$ cat src/rtl/act_bitplane_serializer.sv
// Bit-plane serializer: accepts M signed Pa-bit activations and presents them one
// bit-plane per cycle (LSB first) with accumulator write/shift/clear controls.
module act_bitplane_serializer #(
  parameter int M  = 16,
  parameter int Pa = 8
) (
  input  logic            clk,
  input  logic            rst,
  input  logic            en,
  input  logic            in_valid,
  output logic            in_ready,
  input  logic [M*Pa-1:0] in_act,
  output logic [M-1:0]    plane,
  output logic            plane_msb,
  output logic            w_en,
  output logic            s_en,
  output logic            cl_en,
  output logic            vec_done
);

  localparam int KW = (Pa > 1) ? $clog2(Pa) : 1;
  localparam logic [KW-1:0] KLAST = KW'(Pa - 1);

  typedef enum logic {IDLE, STREAM} state_t;

  state_t            state_q, state_d;
  logic [M*Pa-1:0]   act_q, act_d;
  logic [M*Pa-1:0]   hold_q, hold_d;
  logic              hold_full_q, hold_full_d;
  logic              done_q, done_d;
  logic [KW-1:0]     k_q, k_d;
  logic              busy;
  logic              last;
  logic              accept;

  assign busy     = (state_q == STREAM);
  assign last     = busy && (k_q == KLAST);
  assign in_ready = !hold_full_q;
  assign accept   = in_valid && in_ready && en;

  always_ff @(posedge clk) begin
    if (rst) begin
      state_q     <= IDLE;
      act_q       <= '0;
      hold_q      <= '0;
      hold_full_q <= 1'b0;
      done_q      <= 1'b0;
      k_q         <= '0;
    end else begin
      state_q     <= state_d;
      act_q       <= act_d;
      hold_q      <= hold_d;
      hold_full_q <= hold_full_d;
      done_q      <= done_d;
      k_q         <= k_d;
    end
  end

  // Everything holds while en is low, including a pending vec_done pulse.
  always_comb begin
    state_d     = state_q;
    act_d       = act_q;
    hold_d      = hold_q;
    hold_full_d = hold_full_q;
    done_d      = done_q;
    k_d         = k_q;
    if (en) begin
      done_d = last;
      case (state_q)
        IDLE: begin
          if (accept) begin
            act_d   = in_act;
            k_d     = '0;
            state_d = STREAM;
          end
        end
        STREAM: begin
          if (k_q == KLAST) begin
            k_d = '0;
            if (hold_full_q) begin
              act_d       = hold_q;
              hold_full_d = 1'b0;
            end else if (accept) begin
              act_d = in_act;
            end else begin
              state_d = IDLE;
            end
          end else begin
            // Shifting the whole register right puts bit k of element i at i*Pa.
            act_d = act_q >> 1;
            k_d   = k_q + KW'(1);
            if (accept) begin
              hold_d      = in_act;
              hold_full_d = 1'b1;
            end
          end
        end
        default: state_d = IDLE;
      endcase
    end
  end

  always_comb begin
    plane = '0;
    for (int i = 0; i < M; i++) begin
      plane[i] = busy && act_q[i*Pa];
    end
    plane_msb = last;
    w_en      = busy && en;
    cl_en     = busy && en && (k_q == '0);
    s_en      = busy && en && (k_q != '0);
    vec_done  = done_q && en;
  end

endmodule
$ cat config.mk
export PLATFORM = sky130hd
export DESIGN_NAME = act_bitplane_serializer
export DESIGN_NICKNAME = d
export VERILOG_FILES = /design/src/rtl/act_bitplane_serializer.sv
export SDC_FILE = /design/constraint.sdc
export NUM_CORES = 1
export LEC_CHECK = 0
export BUFFER_PORTS_ARGS = -buffer_cell sky130_fd_sc_hd__buf_2
export CORE_ASPECT_RATIO = 0.8
export CORE_MARGIN = 1.5
export CORE_UTILIZATION = 30
export DETAILED_ROUTE_END_ITERATION = 8
export PLACE_DENSITY = 0.49
export SETUP_SLACK_MARGIN = 0.02
export SYNTH_ARGS = -nofsm -noshare
export SYNTH_HDL_FRONTEND = slang
export SYNTH_SLANG_ARGS = --single-unit
export TNS_END_PERCENT = 5
$ cat constraint.sdc
create_clock -name clk -period 3.79 [get_ports clk]
set_input_delay 0.379 -clock clk [delete_from_list [all_inputs] [get_ports clk]]
set_output_delay 0.379 -clock clk [all_outputs]
set_load 0.01 [all_outputs]
==> reports/qor.csv, run 1 <==
stage,metric,value,unit
outcome,outcome,completed,
global_route,antenna violations before repair,6,
clocking,setup bufs post-CTS,0,
sta,RSZ-0062 raised after global routing,no,
global_route,gr busiest metal,met1,
sta,Worst Tran Pin Value,0.9978,ns
yosys,syn_nets,1242,
clocking,CTS Buf Count,28,
placed_design,HPWL Detailed,19.16,mm
cells_and_area,synth-to-layout area growth,16.50,%
setup_path,WP data required,3.41,ns
routing,Final ANT Viol Nets,0,
routing,DRT iter0 DRCs,944,
clocking,TritonCTS Sinks,262,
setup_path,CP max FO,11,
power,Cell Pwr Density,497.8,mW/mm2
power,switching power,0.001651,W
clocking,CTS tree,done,
yosys,ys flop type,dfxtp_1,
routing,Vias per Instance,5.861,
clocking,clk root buf,clkbuf_16,
sta,FMAX,387.4,MHz
min_path,hold endpoint,hold_q[60]$_SDFFE_PP0P_,
setup_path,critical path class,flop to output port,
cells_and_area,post-layout util,0.3573,
clocking,cts hold-fix bufs,0,
yosys,cells after synthesis,1107,
cells_and_area,share of layout cells above drive strength 1,0.3734,
power,Flop pwr share,0.468,
sta,Slew Limit Fails,0,
sta,# setup viols final,0,
clocking,Clock transition at path regs,0.07,ns
placed_design,RePlAce Congestion,0.7259,
routing,Wirelength per Cell,22.08,um
global_route,GR Util met2,0.2762,
yosys,post-synth top area cell,dfxtp_1,
routing,DRC viols,0,
setup_path,cell family with most CP delay,flip-flops,
floorplanning,initial core utilization,0.3067,
power,switch share,0.2567,
yosys,Synth Area per Inst,10.02,um2
power,clock power share,0.419,
yosys,Unique masters post-synth,33,
setup_path,max incr delay on CP,0.70,ns
clocking,CTS H-tree depth,1,
setup_path,WP buf/inv,2,
yosys,Async SR Flop Fraction,0,
yosys,"EDFF count, synth",0,
yosys,Yosys warnings,0,
min_path,Hold Path Class,input pin to flop,
cells_and_area,Nets,1299,
min_path,HP Start,in_act[60],
yosys,register area share after synthesis,0.4730,
sta,Slew headroom,0.3348,
yosys,Synth top cells by count,"dfxtp_1, o221a_2, a21oi_1, nand3_1, o21ai_0",
setup_path,startpoint class of the critical path,flop,
setup_path,Critical-path top delay cell,dfxtp_1,
yosys,Netlist Area Pre-Place,0.01109,mm2
routing,Routed WL,36.75,mm
clocking,post-CTS resize count,0,
setup_path,Reg2Reg Depth,4,
sta,post-route minimum period,2.582,ns
yosys,Yosys reg bits,262,
power,Max IR drop VDD,0.2965,mV
sta,fin crit share,0.6812,
power,static leakage,4.606,nW
power,Int Pwr,0.004780,W
power,Logic pwr share,0.113,
global_route,largest net degree at the start of global routing,83,
global_route,met3 GRT Util,0.03847,
sta,setup tns final,0,ns
setup_path,RR Startpoint,hold_full_q$_SDFFE_PP0P_,
global_route,gr ovfl total,0,
floorplanning,Die Width,217.9,um
yosys,largest cells by area after synthesis,"dfxtp_1, o221a_2, a21oi_1",
floorplanning,die area,0.03813,mm2
yosys,most common cell in the netlist,dfxtp_1,
global_route,first-pass GRT wire length,57.00,mm
floorplanning,I/O pins,154,
floorplanning,Die Height,175.0,um
flow_run,MaxCap Viol Count,0,
clocking,clock tree buffer depth,3,
clocking,Clock Latency Late Sink,0.56,ns
setup_path,crit path cell chain,"nand2_1, clkinv_1, and3_1, buf_2",
sta,worst-case clock skew,0.01046,ns
floorplanning,core area,0.03615,mm2
routing,number of detailed-route iterations in the first pass,5,
setup_path,Worst Setup End Kind,output port,
global_route,M1 GR Usage,0.2804,
placed_design,number of port buffers,153,
setup_path,reg2reg end,act_q[109]$_SDFFE_PP0P_,
yosys,post-synth top area share,0.4730,
global_route,Global Route Usage Sum,0.1876,
min_path,hold path cells,3,
setup_path,"setup slack, reg-to-reg",1.23,ns
setup_path,CP arrival,2.20,ns
floorplanning,# rows,62,
global_route,number of global-route vias before repair,9112,
routing,via count,9752,
sta,Final Hold Fails,0,
[cell families after synthesis]
family,synth area share
AOI/OAI and AO/OA,0.3812
DFF,0.4730
and+or+nand+nor,0.08102
buffers and inverters,0.06139
adders and majority gates,0.003386
[sequential cells by signal, indices dropped and copies added (netlist names)]
register	count
busy	1
hold_q	128
done_q	1
hold_full_q	1
k_q	3
act_q	128
[layout make-up]
class | instances | area, um2
inverters | 7 | 28.78
flip-flops and latches | 262 | 5245
clock buffers | 42 | 824.5
fillers | 3714 | 23230
diodes | 3 | 7.507
well taps | 480 | 600.6
repair buffers | 171 | 965.9
multi-input cells | 694 | 5190
clock inverters | 5 | 55.05
[cells in the final DEF (no fill, tap or decap), types with 5 or more instances in the layout]
cell,instances
a21oi_1,134
and2_1,18
buf_12,5
buf_2,152
buf_4,14
clkbuf_1,8
clkbuf_16,29
clkbuf_8,5
dfxtp_1,262
inv_1,5
nand3_1,132
o21ai_0,125
o221a_1,30
o221a_2,224
[worst max-delay path by stage]
stage,from,to,cells past startpoint
CTS,busy$_SDFFE_PP0P_,cl_en,4
global route,busy$_SDFFE_PP0P_,cl_en,4
detailed placement,en,act_q[102]$_SDFFE_PP0P_,5
floorplan,k_q[0]$_SDFFE_PP0P_,act_q[42]$_SDFFE_PP0P_,9
finish,busy$_SDFFE_PP0P_,cl_en,4
global placement,en,act_q[100]$_SDFFE_PP0P_,5
[metrics by stage]
stage	cell area, um2	hold WS, ns	total power, W	std cells	setup slack [ns]
after floorplan	11090	0.4541	0.003517	1107	1.926
after global placement	12030	0.4607	0.003791	1614	1.178
after detailed placement	12030	0.4675	0.003790	1614	1.166
after CTS	12910	0.06326	0.006491	1661	1.179
after global routing	12910	0.06760	0.006680	1661	1.062
final	12920	0.07719	0.006430	1664	1.208
[power by group through the flow]
stage	Sequential, W	Combinational (W)	Clock, W
CTS	0.00300	0.000730	0.00276
finish	0.00301	0.000727	0.00270
global placement	0.00307	0.000726	0
floorplan	0.00303	0.000487	0
global route	0.00302	0.000784	0.00287
detailed placement	0.00306	0.000729	0
[worst min-delay path: stages]
cell	delay [ns]
buf_2	0.11
nand3_1	0.06
a21oi_1	0.05
[routing by layer]
| layer | share of wire | wire (um) |
|---|---|---|
| met2 | 0.43 | 15910 |
| met5 | 0.0011 | 40 |
| met3 | 0.068 | 2517 |
| met1 | 0.48 | 17660 |
| met4 | 0.017 | 623 |
No activity file was read; power rests on OpenSTA's default activity.
==> inputs of run 2 (changes only) <==
ABC_AREA = 1   (was not set)
PLACE_DENSITY = 0.48   (was 0.49)
clock period = 2.45 ns   (was 3.79 ns; I/O delays follow)
==> reports/qor.csv, run 2 <==
stage,metric,value,unit
outcome,outcome,completed,
global_route,first-pass GRT wire length,75.39,mm
yosys,Synth Area per Inst,6.129,um2
yosys,most common cell in the netlist,nand2_1,
placed_design,number of port buffers,153,
sta,Final Hold Fails,0,
clocking,setup bufs post-CTS,0,
routing,number of detailed-route iterations in the first pass,6,
sta,Slew headroom,0.3424,
sta,setup tns final,0,ns
sta,Worst Tran Pin Value,0.9863,ns
clocking,CTS tree,done,
clocking,Clock transition at path regs,0.06,ns
cells_and_area,post-layout util,0.3841,
yosys,post-synth top area cell,dfxtp_1,
yosys,post-synth top area share,0.3714,
floorplanning,Die Height,197.1,um
min_path,Hold Path Class,input pin to flop,
setup_path,WP buf/inv,3,
floorplanning,Die Width,245.6,um
setup_path,startpoint class of the critical path,flop,
floorplanning,# rows,70,
cells_and_area,Nets,2620,
yosys,Yosys warnings,0,
sta,RSZ-0062 raised after global routing,no,
floorplanning,core area,0.04607,mm2
setup_path,Reg2Reg Depth,7,
clocking,CTS Buf Count,31,
routing,Final ANT Viol Nets,0,
routing,Routed WL,46.70,mm
yosys,largest cells by area after synthesis,"dfxtp_1, nand2_1, nor2_1",
power,Max IR drop VDD,0.5867,mV
setup_path,CP arrival,2.07,ns
clocking,CTS H-tree depth,1,
yosys,Unique masters post-synth,25,
global_route,gr ovfl total,0,
yosys,Yosys reg bits,262,
setup_path,critical path class,flop to output port,
yosys,syn_nets,2439,
yosys,Netlist Area Pre-Place,0.01412,mm2
setup_path,crit path cell chain,"buf_4, nand2_1, inv_1, buf_2",
floorplanning,die area,0.04839,mm2
setup_path,Worst Setup End Kind,output port,
sta,fin crit share,0.9434,
floorplanning,I/O pins,154,
cells_and_area,synth-to-layout area growth,25.31,%
routing,DRC viols,0,
cells_and_area,most frequent cells in the layout,"nand2_1, nor2_1, inv_1, dfxtp_1, buf_2",
min_path,hold path cells,5,
clocking,TritonCTS Sinks,262,
sta,# setup viols final,0,
yosys,cells after synthesis,2304,
placed_design,pre-CTS setup slack,0.2347,ns
flow_run,MaxCap Viol Count,0,
yosys,"EDFF count, synth",0,
setup_path,Critical-path top delay cell,dfxtp_4,
yosys,ys flop type,dfxtp_1,
placed_design,RePlAce Congestion,0.7514,
global_route,antenna violations before repair,1,
routing,Wirelength per Cell,14.97,um
cells_and_area,"commonest non-fill, non-tap cell in the layout",nand2_1,
power,static leakage,7.982,nW
yosys,Async SR Flop Fraction,0,
routing,via count,14370,
routing,DRT iter0 DRCs,846,
cells_and_area,Post-Layout Cell Count,3120,
cells_and_area,share of layout cells above drive strength 1,0.1021,
global_route,Global Route Usage Sum,0.1917,
sta,post-route minimum period,2.311,ns
sta,FMAX,432.7,MHz
routing,Vias per Instance,4.607,
setup_path,CP max FO,44,
global_route,number of global-route vias before repair,13900,
yosys,Synth top cells by count,"nand2_1, nor2_1, inv_1, dfxtp_1, a21oi_1",
setup_path,max incr delay on CP,0.55,ns
global_route,largest net degree at the start of global routing,128,
clocking,clock tree buffer depth,3,
sta,Setup WS post-layout,0.1388,ns
power,Cell Pwr Density,633.4,mW/mm2
setup_path,cell family with most CP delay,buffers and inverters,
yosys,register area share after synthesis,0.3714,
floorplanning,initial core utilization,0.3065,
clocking,clk root buf,clkbuf_16,
cells_and_area,largest registers,"act_q: 128 flops, hold_q: 128 flops, k_q: 3 flops",
sta,worst-case clock skew,0.02156,ns
clocking,Clock Latency Late Sink,0.59,ns
setup_path,CP Depth,4,
setup_path,WP data required,2.20,ns
placed_design,Cells after DPL,2934,
placed_design,HPWL Detailed,24.93,mm
sta,Slew Limit Fails,0,
[run 2: cell families (layout without fill, tap and decap cells)]
| logic type | count (synthesis) | count (layout) | synth area share |
|---|---|---|---|
| and+or+nand+nor | 1317 | 1317 | 0.3972 |
| buffers and inverters | 457 | 660 | 0.1348 |
| AOI/OAI and AO/OA | 265 | 265 | 0.09392 |
| other | 0 | 1 | 0 |
| DFF | 262 | 262 | 0.3714 |
| adders and majority gates | 3 | 3 | 0.002658 |
[run 2: tightest hold or removal path, stage by stage]
cell and delay (ns):
buf_2 0.12, nand4_1 0.08, nand3_1 0.07, nand2_1 0.06
a21oi_1 0.05
[run 2: per-stage QoR]
step / instance area, um2 / total power [W] / hold slack (ns)
floorplan: 14120 / 0.005959 / 0.3141
global placement: 15360 / 0.006469 / 0.4609
detailed placement: 15360 / 0.006496 / 0.4712
CTS: 17690 / 0.01137 / 0.07374
global route: 17700 / 0.01182 / 0.1264
finish: 17700 / 0.01121 / 0.09483
[run 2: layout make-up]
cell class / count / area (um2)
diodes: 1 / 2.502
flip-flops and latches: 262 / 5253
well taps: 612 / 765.7
multi-input cells: 1585 / 7007
clock inverters: 13 / 117.6
clock buffers: 42 / 877.1
repair buffers: 319 / 2580
inverters: 286 / 1094
fillers: 5120 / 28370
[run 2: layer usage]
| layer | routed length, um | GRT usage | vias up |
|---|---|---|---|
| li1 | - | - | 7399 |
| met1 | 22630 | 0.2613 | 6638 |
| met2 | 21390 | 0.3247 | 285 |
| met3 | 1801 | 0.02092 | 52 |
| met4 | 877 | 0.04249 | 0 |
| met5 | 0 | 0 | - |
[run 2: final timing paths]
check	endpoint	startpoint	slack, ns
worst min-delay path	act_q[127]$_SDFFE_PP0P_	in_valid	0.09
worst min register to register	hold_q[121]$_SDFFE_PP0P_	hold_q[121]$_SDFFE_PP0P_	0.48
worst max-delay path	plane[10]	busy$_SDFFE_PP0P_	0.14
worst max register to register	hold_q[22]$_SDFFE_PP0P_	k_q[0]$_SDFFE_PP0P_	0.24
[run 2: what timing repair did]
item	CTS	global route
gates resized for setup	1	1
hold endpoints to repair	168	0
cloned	1	0
endpoints found under the setup margin	1	1
hold buffers	129	0
[run 2: power breakdown]
group,total (W),internal (W),switching [W]
sequential,0.00465,0.00454,0.000110
clock,0.00463,0.00269,0.00194
combinational,0.00193,0.000781,0.00115
total,0.0112,0.00801,0.00320
==> inputs of run 3 (changes only) <==
ABC_AREA = not set   (was 1)
CORE_MARGIN = 2   (was 1.5)
PLACE_DENSITY = 0.49   (was 0.48)
==> reports/qor.csv, run 3 (synthesis results as in run 1) <==
stage,metric,value,unit
outcome,outcome,completed,
clocking,CTS H-tree depth,1,
sta,post-route minimum period,2.146,ns
setup_path,CP max FO,56,
routing,DRT iter0 DRCs,720,
min_path,Hold Path Class,input pin to flop,
sta,FMAX,466.0,MHz
sta,worst hold slack,0.06576,ns
clocking,clk root buf,clkbuf_16,
setup_path,startpoint class of the critical path,flop,
global_route,Global Route Usage Sum,0.1895,
clocking,Clock transition at path regs,0.06,ns
cells_and_area,Post-Layout Cell Count,1812,
placed_design,number of port buffers,153,
clocking,setup bufs post-CTS,0,
clocking,clock tree buffer depth,3,
global_route,first-pass GRT wire length,58.68,mm
clocking,post-CTS resize count,0,
routing,Vias per Instance,5.666,
floorplanning,Die Height,176.0,um
clocking,CTS tree,done,
cells_and_area,share of layout cells above drive strength 1,0.3444,
setup_path,"setup slack, reg-to-reg",0.30,ns
sta,# setup viols final,0,
floorplanning,I/O pins,154,
clocking,Clock Latency Late Sink,0.56,ns
routing,Routed WL,37.64,mm
power,static leakage,5.323,nW
setup_path,Worst Setup End Kind,flop,
clocking,CTS Buf Count,30,
cells_and_area,synth-to-layout area growth,31.16,%
cells_and_area,Nets,1442,
floorplanning,initial core utilization,0.3067,
setup_path,WP buf/inv,1,
setup_path,critical path class,flop to flop,
setup_path,max incr delay on CP,0.60,ns
setup_path,Critical-path top delay cell,buf_4,
sta,Slew Limit Fails,0,
power,Max IR drop VDD,0.4544,mV
cells_and_area,largest registers,"act_q: 128 flops, hold_q: 128 flops, k_q: 3 flops",
cells_and_area,most frequent cells in the layout,"dfxtp_1, o221a_2, buf_2, a21oi_1, nand3_1",
sta,Slew headroom,0.4946,
flow_run,MaxCap Viol Count,0,
global_route,gr ovfl total,0,
global_route,antenna violations before repair,3,
setup_path,CP arrival,2.65,ns
routing,number of detailed-route iterations in the first pass,5,
global_route,number of global-route vias before repair,10300,
routing,Final ANT Viol Nets,0,
placed_design,HPWL Detailed,19.52,mm
cells_and_area,"commonest non-fill, non-tap cell in the layout",dfxtp_1,
floorplanning,core area,0.03615,mm2
sta,RSZ-0062 raised after global routing,no,
sta,fin crit share,0.8758,
clocking,TritonCTS Sinks,262,
clocking,cts hold-fix bufs,128,
setup_path,crit path cell chain,"ha_1, ha_1, nor2b_1, o21ai_4, buf_4, o221a_2",
sta,Worst Tran Pin Value,0.7582,ns
sta,Final Hold Fails,0,
setup_path,WP data required,2.95,ns
floorplanning,die area,0.03852,mm2
power,Cell Pwr Density,714.2,mW/mm2
placed_design,Cells after DPL,1627,
floorplanning,# rows,62,
sta,setup tns final,0,ns
sta,worst-case clock skew,0.02108,ns
global_route,largest net degree at the start of global routing,136,
routing,via count,10270,
routing,DRC viols,0,
placed_design,RePlAce Congestion,0.7453,
setup_path,cell family with most CP delay,buffers and inverters,
power,Overall Power,0.01039,W
routing,Wirelength per Cell,20.77,um
setup_path,CP dominant cell by count,ha_1,
floorplanning,Die Width,218.9,um
[run 3: cell count changes in the layout (fill, tap and decap cells not counted), sizes merged, moves of 2 or more]
| cell | before | now |
|---|---|---|
| nand2 | 670 | 5 |
| nor2 | 388 | 2 |
| inv | 286 | 7 |
| o221a | 0 | 254 |
| nand3b | 127 | 3 |
| and2 | 0 | 18 |
| clkbuf | 42 | 48 |
| buf | 189 | 184 |
| clkinv | 10 | 6 |
| nand3 | 129 | 132 |
| a211oi | 0 | 2 |
| nand2b | 0 | 2 |
| nor2b | 0 | 2 |
[run 3: through the flow]
step / setup WS, ns / util / area [um2]
6_report: 0.3042 / 0.4023 / 14540
5_1_grt: 0.1765 / 0.4023 / 14540
4_1_cts: 0.2682 / 0.4022 / 14540
3_5_place_dp: 0.3171 / 0.3403 / 12300
3_3_place_gp: 0.3460 / 0.3403 / 12300
2_1_floorplan: 0.5865 / - / 11090
[run 3: layer usage]
| layer | part of all wire | vias to the layer above | global-route usage | routed length [um] |
|---|---|---|---|---|
| li1 | - | 4806 | - | - |
| met1 | 0.47 | 5088 | 0.2669 | 17810 |
| met2 | 0.45 | 312 | 0.2950 | 16770 |
| met3 | 0.058 | 61 | 0.03463 | 2201 |
| met4 | 0.023 | 0 | 0.05518 | 863 |
| met5 | 0 | - | 0 | 0 |
[run 3: worst paths after layout]
kind	start	endpoint	depth (start not counted)
worst max register to register	k_q[0]$_SDFFE_PP0P_	act_q[14]$_SDFFE_PP0P_	6
worst min-delay path	in_valid	hold_full_q$_SDFFE_PP0P_	3
worst min register to register	hold_q[88]$_SDFFE_PP0P_	hold_q[88]$_SDFFE_PP0P_	2
worst max-delay path	k_q[0]$_SDFFE_PP0P_	act_q[14]$_SDFFE_PP0P_	6
[run 3: report_power, final]
group / switching (W) / internal [W]
combinational: 0.000681 / 0.000650
sequential: 0.000145 / 0.00450
clock: 0.00183 / 0.00258
[run 3: layout make-up]
| type | count | area (um2) |
|---|---|---|
| Antenna cell | 2 | 5.005 |
| Clock buffer | 48 | 889.6 |
| Clock inverter | 7 | 63.81 |
| Fill cell | 3605 | 21610 |
| Inverter | 7 | 28.78 |
| Multi-Input combinational cell | 694 | 5190 |
| Sequential cell | 262 | 5245 |
| Tap cell | 480 | 600.6 |
| Timing Repair Buffer | 312 | 2520 |
[run 3: worst reg2reg max path: stages, from the launching register on]
cell and delay, ns:
dfxtp_1 0.33, ha_1 0.20, ha_1 0.27, nor2b_1 0.19, o21ai_4 0.17, buf_4 0.60, o221a_2 0.33
